$ cat config.mk
export PLATFORM = sky130hd
export DESIGN_NAME = hex_ascii_streamer_flat
export DESIGN_NICKNAME = d
export VERILOG_FILES = /design/src/rtl/hex_ascii_pkg.sv /design/src/rtl/hex_ascii_streamer_if.sv /design/src/rtl/nibble_to_ascii.sv /design/src/rtl/hex_ascii_streamer.sv /design/src/flat_wrapper.sv
export SDC_FILE = /design/constraint.sdc
export NUM_CORES = 1
export LEC_CHECK = 0
export BUFFER_PORTS_ARGS = -buffer_cell sky130_fd_sc_hd__buf_2
export CAP_MARGIN = 10
export CORE_ASPECT_RATIO = 1.2
export CORE_MARGIN = 1
export CORE_UTILIZATION = 48
export CTS_CLUSTER_DIAMETER = 40
export DETAILED_ROUTE_END_ITERATION = 16
export PLACE_DENSITY = 0.75
export SLEW_MARGIN = 20
export SYNTH_ARGS = -nofsm -noshare
export SYNTH_HDL_FRONTEND = slang
export SYNTH_HIERARCHICAL = 1
export SYNTH_SLANG_ARGS = --single-unit
$ cat constraint.sdc
create_clock -name clk -period 2.9 [get_ports clk]
set_clock_uncertainty 0.15 [all_clocks]
set_input_delay 0.58 -clock clk [delete_from_list [all_inputs] [get_ports clk]]
set_output_delay 0.58 -clock clk [all_outputs]
set_load 0.01 [all_outputs]
$ cat src/rtl/hex_ascii_pkg.sv
// Shared ASCII constants and FSM state type for the hex ASCII streamer.
// HEX_STREAM_CRLF_EN adds the CR and LF states.
package hex_ascii_pkg;

    localparam logic [7:0] ASCII_ZERO    = 8'h30;
    localparam logic [7:0] ASCII_UPPER_A = 8'h41;
    localparam logic [7:0] ASCII_LOWER_A = 8'h61;
    localparam logic [7:0] ASCII_CR      = 8'h0D;
    localparam logic [7:0] ASCII_LF      = 8'h0A;

`ifdef HEX_STREAM_CRLF_EN
    typedef enum logic [1:0] {
        ST_IDLE,
        ST_DIGITS,
        ST_CR,
        ST_LF
    } state_t;
`else
    typedef enum logic {
        ST_IDLE,
        ST_DIGITS
    } state_t;
`endif

endpackage

$ cat src/rtl/hex_ascii_streamer_if.sv
// Value-capture and character-stream handshakes of the hex ASCII streamer.
interface hex_ascii_streamer_if #(
    parameter int VALUE_WIDTH = 32
);
    logic [VALUE_WIDTH-1:0] value_in;
    logic                   value_valid;
    logic                   value_ready;
    logic [7:0]             char_out;
    logic                   char_valid;
    logic                   char_ready;
    logic                   busy;

    modport master (
        input  value_in, value_valid, char_ready,
        output value_ready, char_out, char_valid, busy
    );

    modport slave (
        output value_in, value_valid, char_ready,
        input  value_ready, char_out, char_valid, busy
    );
endinterface

$ cat src/rtl/nibble_to_ascii.sv
// Combinational mapping of one hex nibble to its ASCII character.
module nibble_to_ascii
    import hex_ascii_pkg::*;
(
    input  logic [3:0] nibble,
    input  logic       lowercase,
    output logic [7:0] ascii
);
    logic [7:0] alpha_base;

    always_comb begin
        alpha_base = lowercase ? ASCII_LOWER_A : ASCII_UPPER_A;
        if (nibble < 4'd10) begin
            ascii = ASCII_ZERO + {4'h0, nibble};
        end else begin
            ascii = alpha_base + {4'h0, nibble} - 8'd10;
        end
    end
endmodule

$ cat src/rtl/hex_ascii_streamer.sv
// Captures a value and streams its hex ASCII digits MSB first over a byte handshake.
// Define HEX_STREAM_CRLF_EN to append CR then LF after the last digit.
module hex_ascii_streamer
    import hex_ascii_pkg::*;
#(
    parameter int VALUE_WIDTH    = 32,
    parameter int LOWERCASE      = 0,
    parameter int SUPPRESS_ZEROS = 0
) (
    input logic                  clk,
    input logic                  reset_n,
    hex_ascii_streamer_if.master bus
);
    localparam int NDIG  = VALUE_WIDTH / 4;
    localparam int IDX_W = (NDIG > 1) ? $clog2(NDIG) : 1;
    localparam logic [IDX_W-1:0] IDX_LAST = IDX_W'(NDIG - 1);
    localparam logic [IDX_W-1:0] IDX_ONE  = IDX_W'(1);

    state_t                 state;
    logic [VALUE_WIDTH-1:0] value_q;
    logic [IDX_W-1:0]       idx;
    logic [IDX_W-1:0]       lead_idx;
    logic [IDX_W-1:0]       start_idx;
    logic [3:0]             nib;
    logic [7:0]             ascii;
    logic                   capture;

    function automatic logic [3:0] nibble_at(input logic [VALUE_WIDTH-1:0] v,
                                             input logic [IDX_W-1:0] i);
        return 4'(v >> {i, 2'b00});
    endfunction

    // Highest non-zero nibble wins; an all-zero value still shows digit 0.
    always_comb begin
        lead_idx = '0;
        for (int i = 0; i < NDIG; i++) begin
            if (nibble_at(bus.value_in, IDX_W'(i)) != 4'h0) lead_idx = IDX_W'(i);
        end
    end

    assign start_idx = (SUPPRESS_ZEROS != 0) ? lead_idx : IDX_LAST;
    assign capture   = (state == ST_IDLE) && bus.value_valid && bus.value_ready;

    // One converter: the first digit comes from the live input, later ones from the register.
    always_comb begin
        nib = 4'h0;
        if (state == ST_IDLE) begin
            nib = nibble_at(bus.value_in, start_idx);
        end else if (state == ST_DIGITS) begin
            nib = nibble_at(value_q, idx - IDX_ONE);
        end
    end

    nibble_to_ascii u_nibble_to_ascii (
        .nibble    (nib),
        .lowercase (LOWERCASE != 0),
        .ascii     (ascii)
    );

    always_ff @(posedge clk) begin
        if (capture) value_q <= bus.value_in;
    end

    always_ff @(posedge clk or negedge reset_n) begin
        if (!reset_n) begin
            state           <= ST_IDLE;
            idx             <= '0;
            bus.char_out    <= 8'h00;
            bus.char_valid  <= 1'b0;
            bus.value_ready <= 1'b1;
            bus.busy        <= 1'b0;
        end else begin
            case (state)
                ST_IDLE: begin
                    if (capture) begin
                        idx             <= start_idx;
                        bus.char_out    <= ascii;
                        bus.char_valid  <= 1'b1;
                        bus.value_ready <= 1'b0;
                        bus.busy        <= 1'b1;
                        state           <= ST_DIGITS;
                    end
                end
                ST_DIGITS: begin
                    if (bus.char_ready) begin
                        if (idx == '0) begin
`ifdef HEX_STREAM_CRLF_EN
                            bus.char_out <= ASCII_CR;
                            state        <= ST_CR;
`else
                            bus.char_out    <= 8'h00;
                            bus.char_valid  <= 1'b0;
                            bus.value_ready <= 1'b1;
                            bus.busy        <= 1'b0;
                            state           <= ST_IDLE;
`endif
                        end else begin
                            idx          <= idx - IDX_ONE;
                            bus.char_out <= ascii;
                        end
                    end
                end
`ifdef HEX_STREAM_CRLF_EN
                ST_CR: begin
                    if (bus.char_ready) begin
                        bus.char_out <= ASCII_LF;
                        state        <= ST_LF;
                    end
                end
                ST_LF: begin
                    if (bus.char_ready) begin
                        bus.char_out    <= 8'h00;
                        bus.char_valid  <= 1'b0;
                        bus.value_ready <= 1'b1;
                        bus.busy        <= 1'b0;
                        state           <= ST_IDLE;
                    end
                end
`endif
                default: state <= ST_IDLE;
            endcase
        end
    end
endmodule

$ cat src/flat_wrapper.sv
// flat-port wrapper written by rule: the top's interface ports become plain ports
module hex_ascii_streamer_flat import hex_ascii_pkg::*;
#(
    parameter int VALUE_WIDTH    = 32,
    parameter int LOWERCASE      = 0,
    parameter int SUPPRESS_ZEROS = 0
)
  (clk, reset_n, bus_value_in, bus_value_valid, bus_char_ready, bus_value_ready, bus_char_out, bus_char_valid, bus_busy);
  hex_ascii_streamer_if #(.VALUE_WIDTH(VALUE_WIDTH)) bus_i ();
  input logic clk;
  input logic reset_n;
  input wire logic [$bits(bus_i.value_in)-1:0] bus_value_in;
  input wire logic [$bits(bus_i.value_valid)-1:0] bus_value_valid;
  input wire logic [$bits(bus_i.char_ready)-1:0] bus_char_ready;
  output wire logic [$bits(bus_i.value_ready)-1:0] bus_value_ready;
  output wire logic [$bits(bus_i.char_out)-1:0] bus_char_out;
  output wire logic [$bits(bus_i.char_valid)-1:0] bus_char_valid;
  output wire logic [$bits(bus_i.busy)-1:0] bus_busy;
  assign bus_i.value_in = bus_value_in;
  assign bus_i.value_valid = bus_value_valid;
  assign bus_i.char_ready = bus_char_ready;
  assign bus_value_ready = bus_i.value_ready;
  assign bus_char_out = bus_i.char_out;
  assign bus_char_valid = bus_i.char_valid;
  assign bus_busy = bus_i.busy;
  hex_ascii_streamer #(.VALUE_WIDTH(VALUE_WIDTH), .LOWERCASE(LOWERCASE), .SUPPRESS_ZEROS(SUPPRESS_ZEROS)) u_core (.clk(clk), .reset_n(reset_n), .bus(bus_i));
endmodule
==> flow_summary.json <==
{
  "start_util_pct": 50.8,
  "relSlewSlack_pct": 63.8,
  "htreeDepth": 2,
  "syn_to_final_growth_pct": 17.2,
  "crit_path_max_fanout": 7,
  "cts_tree": "yes",
  "ir_drop_mv": 0.441,
  "die-area_sq_mm": 0.00451,
  "crit_path_end_kind": "flop",
  "viasPerCell": 5.15,
  "drv_slew": 0,
  "powerDensity_mw_per_mm2": 1010,
  "gp_congestion": 0.766,
  "max_freq_ghz": 0.367,
  "wl_per_cell_um": 14.0,
  "synth_edf_count": 32,
  "synthCells": 139,
  "max-clock-path-buffers": 2,
  "pre_cts_ws_ns": -0.0407,
  "final_common_cell": "buf_2",
  "yosys_warnings": 6,
  "place.port_buffers": 46,
  "period_share_pct": 93.9,
  "placed_cell_area_sq_mm": 0.00229,
  "drtAntennaViolNets": 0,
  "hpwlAfterDp_mm": 2.58,
  "syn_avg_cell_area_sq_um": 14.6,
  "die_x_um": 61.5,
  "io_pins": 47,
  "hold_path_class": "input pin to async pin",
  "finalCriticalPeriod_ns": 2.72,
  "dr.pass1.iters": 4,
  "gr-usage-all-layers_pct": 17.2,
  "drt_wl_total_mm": 3.37,
  "cp_num_buf_inv": 1,
  "drtIter0Drc": 47,
  "synth_top_area_share_pct": 47.2,
  "synth_area_leader_cell": "edfxtp_1",
  "layout.cells.non_filler": 240,
  "final_cell_mix": "46 x buf_2, 32 x edfxtp_1, 13 x dfrtp_1",
  "dr_total_vias": 1237,
  "core_sq_mm": 0.00400,
  "drive_gt1_share_pct": 39.2,
  "leakagePower_nw": 0.999,
  "holdBufCountCts": 0,
  "rows": 25,
  "utilization_pct": 59.6,
  "setup_viol": 0,
  "ys.flop_type": "edfxtp_1",
  "grt_overflow": 0,
  "status": "completed",
  "numCtsBuffers": 5,
  "ys_seq_area_share_pct": 64.5,
  "syn_nets": 178,
  "drc_errors": 0,
  "fin_ws_ns": 0.176,
  "antenna_found_initial": 0,
  "report.power.total_mw": 2.41,
  "crit_required_ns": 2.93,
  "grt_setup_unrepaired": "false",
  "grt_pass1_wl_mm": 5.44,
  "clockRootBuffer": "clkbuf_8",
  "finish.net_count": 225,
  "insertion_delay_ns": 0.29,
  "arrival_ns": 2.76,
  "synthArstFlopShare_pct": 30.4,
  "grt_max_degree": 34,
  "post-cts-setup-buffer-count": 0,
  "crit_path_top_delay_cell": "o31ai_2",
  "num_antenna_cells": 0,
  "whs_ns": 0.0118,
  "cap_viol_max_count": 0,
  "max_stage_delay_ns": 0.50,
  "cts.clk_slew.worst_paths_ns": 0.08,
  "grt_pass1_vias": 1244,
  "synth.distinct_cells": 36,
  "tns_ns": 0,
  "path_class": "flop to flop",
  "critical_path.top_delay_family": "compound AO/OA/AOI/OAI gates",
  "die_h_um": 73.3,
  "cts.sinks": 46,
  "ys_seq_elements": 46,
  "worstPathCellList": "inv_1 > ha_1 > xor2_2 > nor2_1 > a22o_1 > o31ai_2 > o21ai_2 > nand2b_1 > a22o_1",
  "start_kind": "flop",
  "dp.cells": 233,
  "worst_slew_pin_slew_ns": 0.539,
  "netlist_area_sq_mm": 0.00204,
  "cpMostUsedCell": "a22o_1",
  "synthTopCellsByArea": "edfxtp_1 47%, dfrtp_1 16%, a22o_1 5.2%",
  "hold_viol": 0,
  "finalInstanceArea_sq_mm": 0.00239
}
[worst register-to-register path: cells and delay by family (launching register included)]
family / cells / cell delay, ns
AOI/OAI and AO/OA: 4 / 1.07
DFF: 1 / 0.38
xor gates and xnor gates: 1 / 0.35
and+or+nand+nor: 2 / 0.30
buffers and inverters: 1 / 0.12
adders and majority gates: 1 / 0.25
[power by group]
part / switching (mW) / total (mW) / internal (mW)
registers: 0.0827 / 0.925 / 0.842
clock network: 0.195 / 0.356 / 0.162
logic: 0.600 / 1.13 / 0.527
[cells by family (layout without fill, tap and decap cells)]
kind of cell / after synthesis / in the layout / synth area share [%]
adder cells (fa/ha/maj): 3 / 3 / 1.84
buffers and inverters: 15 / 62 / 4.06
flip-flops: 46 / 46 / 64.5
multiplexers: 14 / 14 / 9.34
AO/OA/AOI/OAI: 33 / 33 / 12.8
XOR/XNOR: 2 / 2 / 1.23
AND/OR/NAND/NOR: 24 / 24 / 5.84
other: 2 / 2 / 0.369
[Yosys cell counts, drive strengths merged, types with 3 or more instances]
library cell / number
nand2: 6
nor2: 10
buf: 8
inv: 7
dfrtp: 13
edfxtp: 32
mux2i: 10
o21ai: 3
mux4: 4
and2: 3
a22o: 12
a21oi: 10
ha: 3
[final cells by class]
| class | instances | area (sq um) |
|---|---|---|
| tap | 54 | 67.6 |
| multi-input combinational | 78 | 656 |
| sequential | 46 | 1310 |
| timing repair buffer | 48 | 245 |
| clock buffer | 5 | 68.8 |
| fill | 352 | 1620 |
| inverter | 7 | 26.3 |
| clock inverter | 2 | 10.0 |
[flip-flops by register name, summed over array words and instances, names as in the netlist]
name / cells
u_core/bus.busy: 1
u_core/state: 1
u_core/value_q: 32
u_core/bus.char_out: 8
u_core/bus.value_ready: 1
u_core/idx: 3
[timing repair]
item	4_1_cts	5_1_grt
pin swaps	0	0
resized for setup	1	2
endpoints found under the setup margin	3	4
[layer usage]
| layer | share of wire [%] | track usage (%) | up-vias |
|---|---|---|---|
| met5 | 0 | 0 | - |
| li1 | - | - | 605 |
| met1 | 41 | 19.2 | 598 |
| met2 | 54 | 30.8 | 32 |
| met3 | 3.9 | 4.23 | 2 |
| met4 | 0.56 | 6.67 | 0 |
[final timing paths]
path | cells past startpoint | endpoint | startpoint | slack [ns]
max in group asynchronous | 1 | u_core/bus.value_ready | reset_n | 2.30
min reg2reg | 2 | u_core/bus.value_ready | u_core/bus.value_ready | 0.35
min | 1 | u_core/bus.char_out[2] | reset_n | 0.01
min in group clk | 2 | u_core/bus.value_ready | bus_value_valid | 0.30
max | 9 | u_core/bus.char_out[5] | u_core/idx[0] | 0.18
max reg2reg | 9 | u_core/bus.char_out[5] | u_core/idx[0] | 0.18
(Power assumes the default switching activity.)
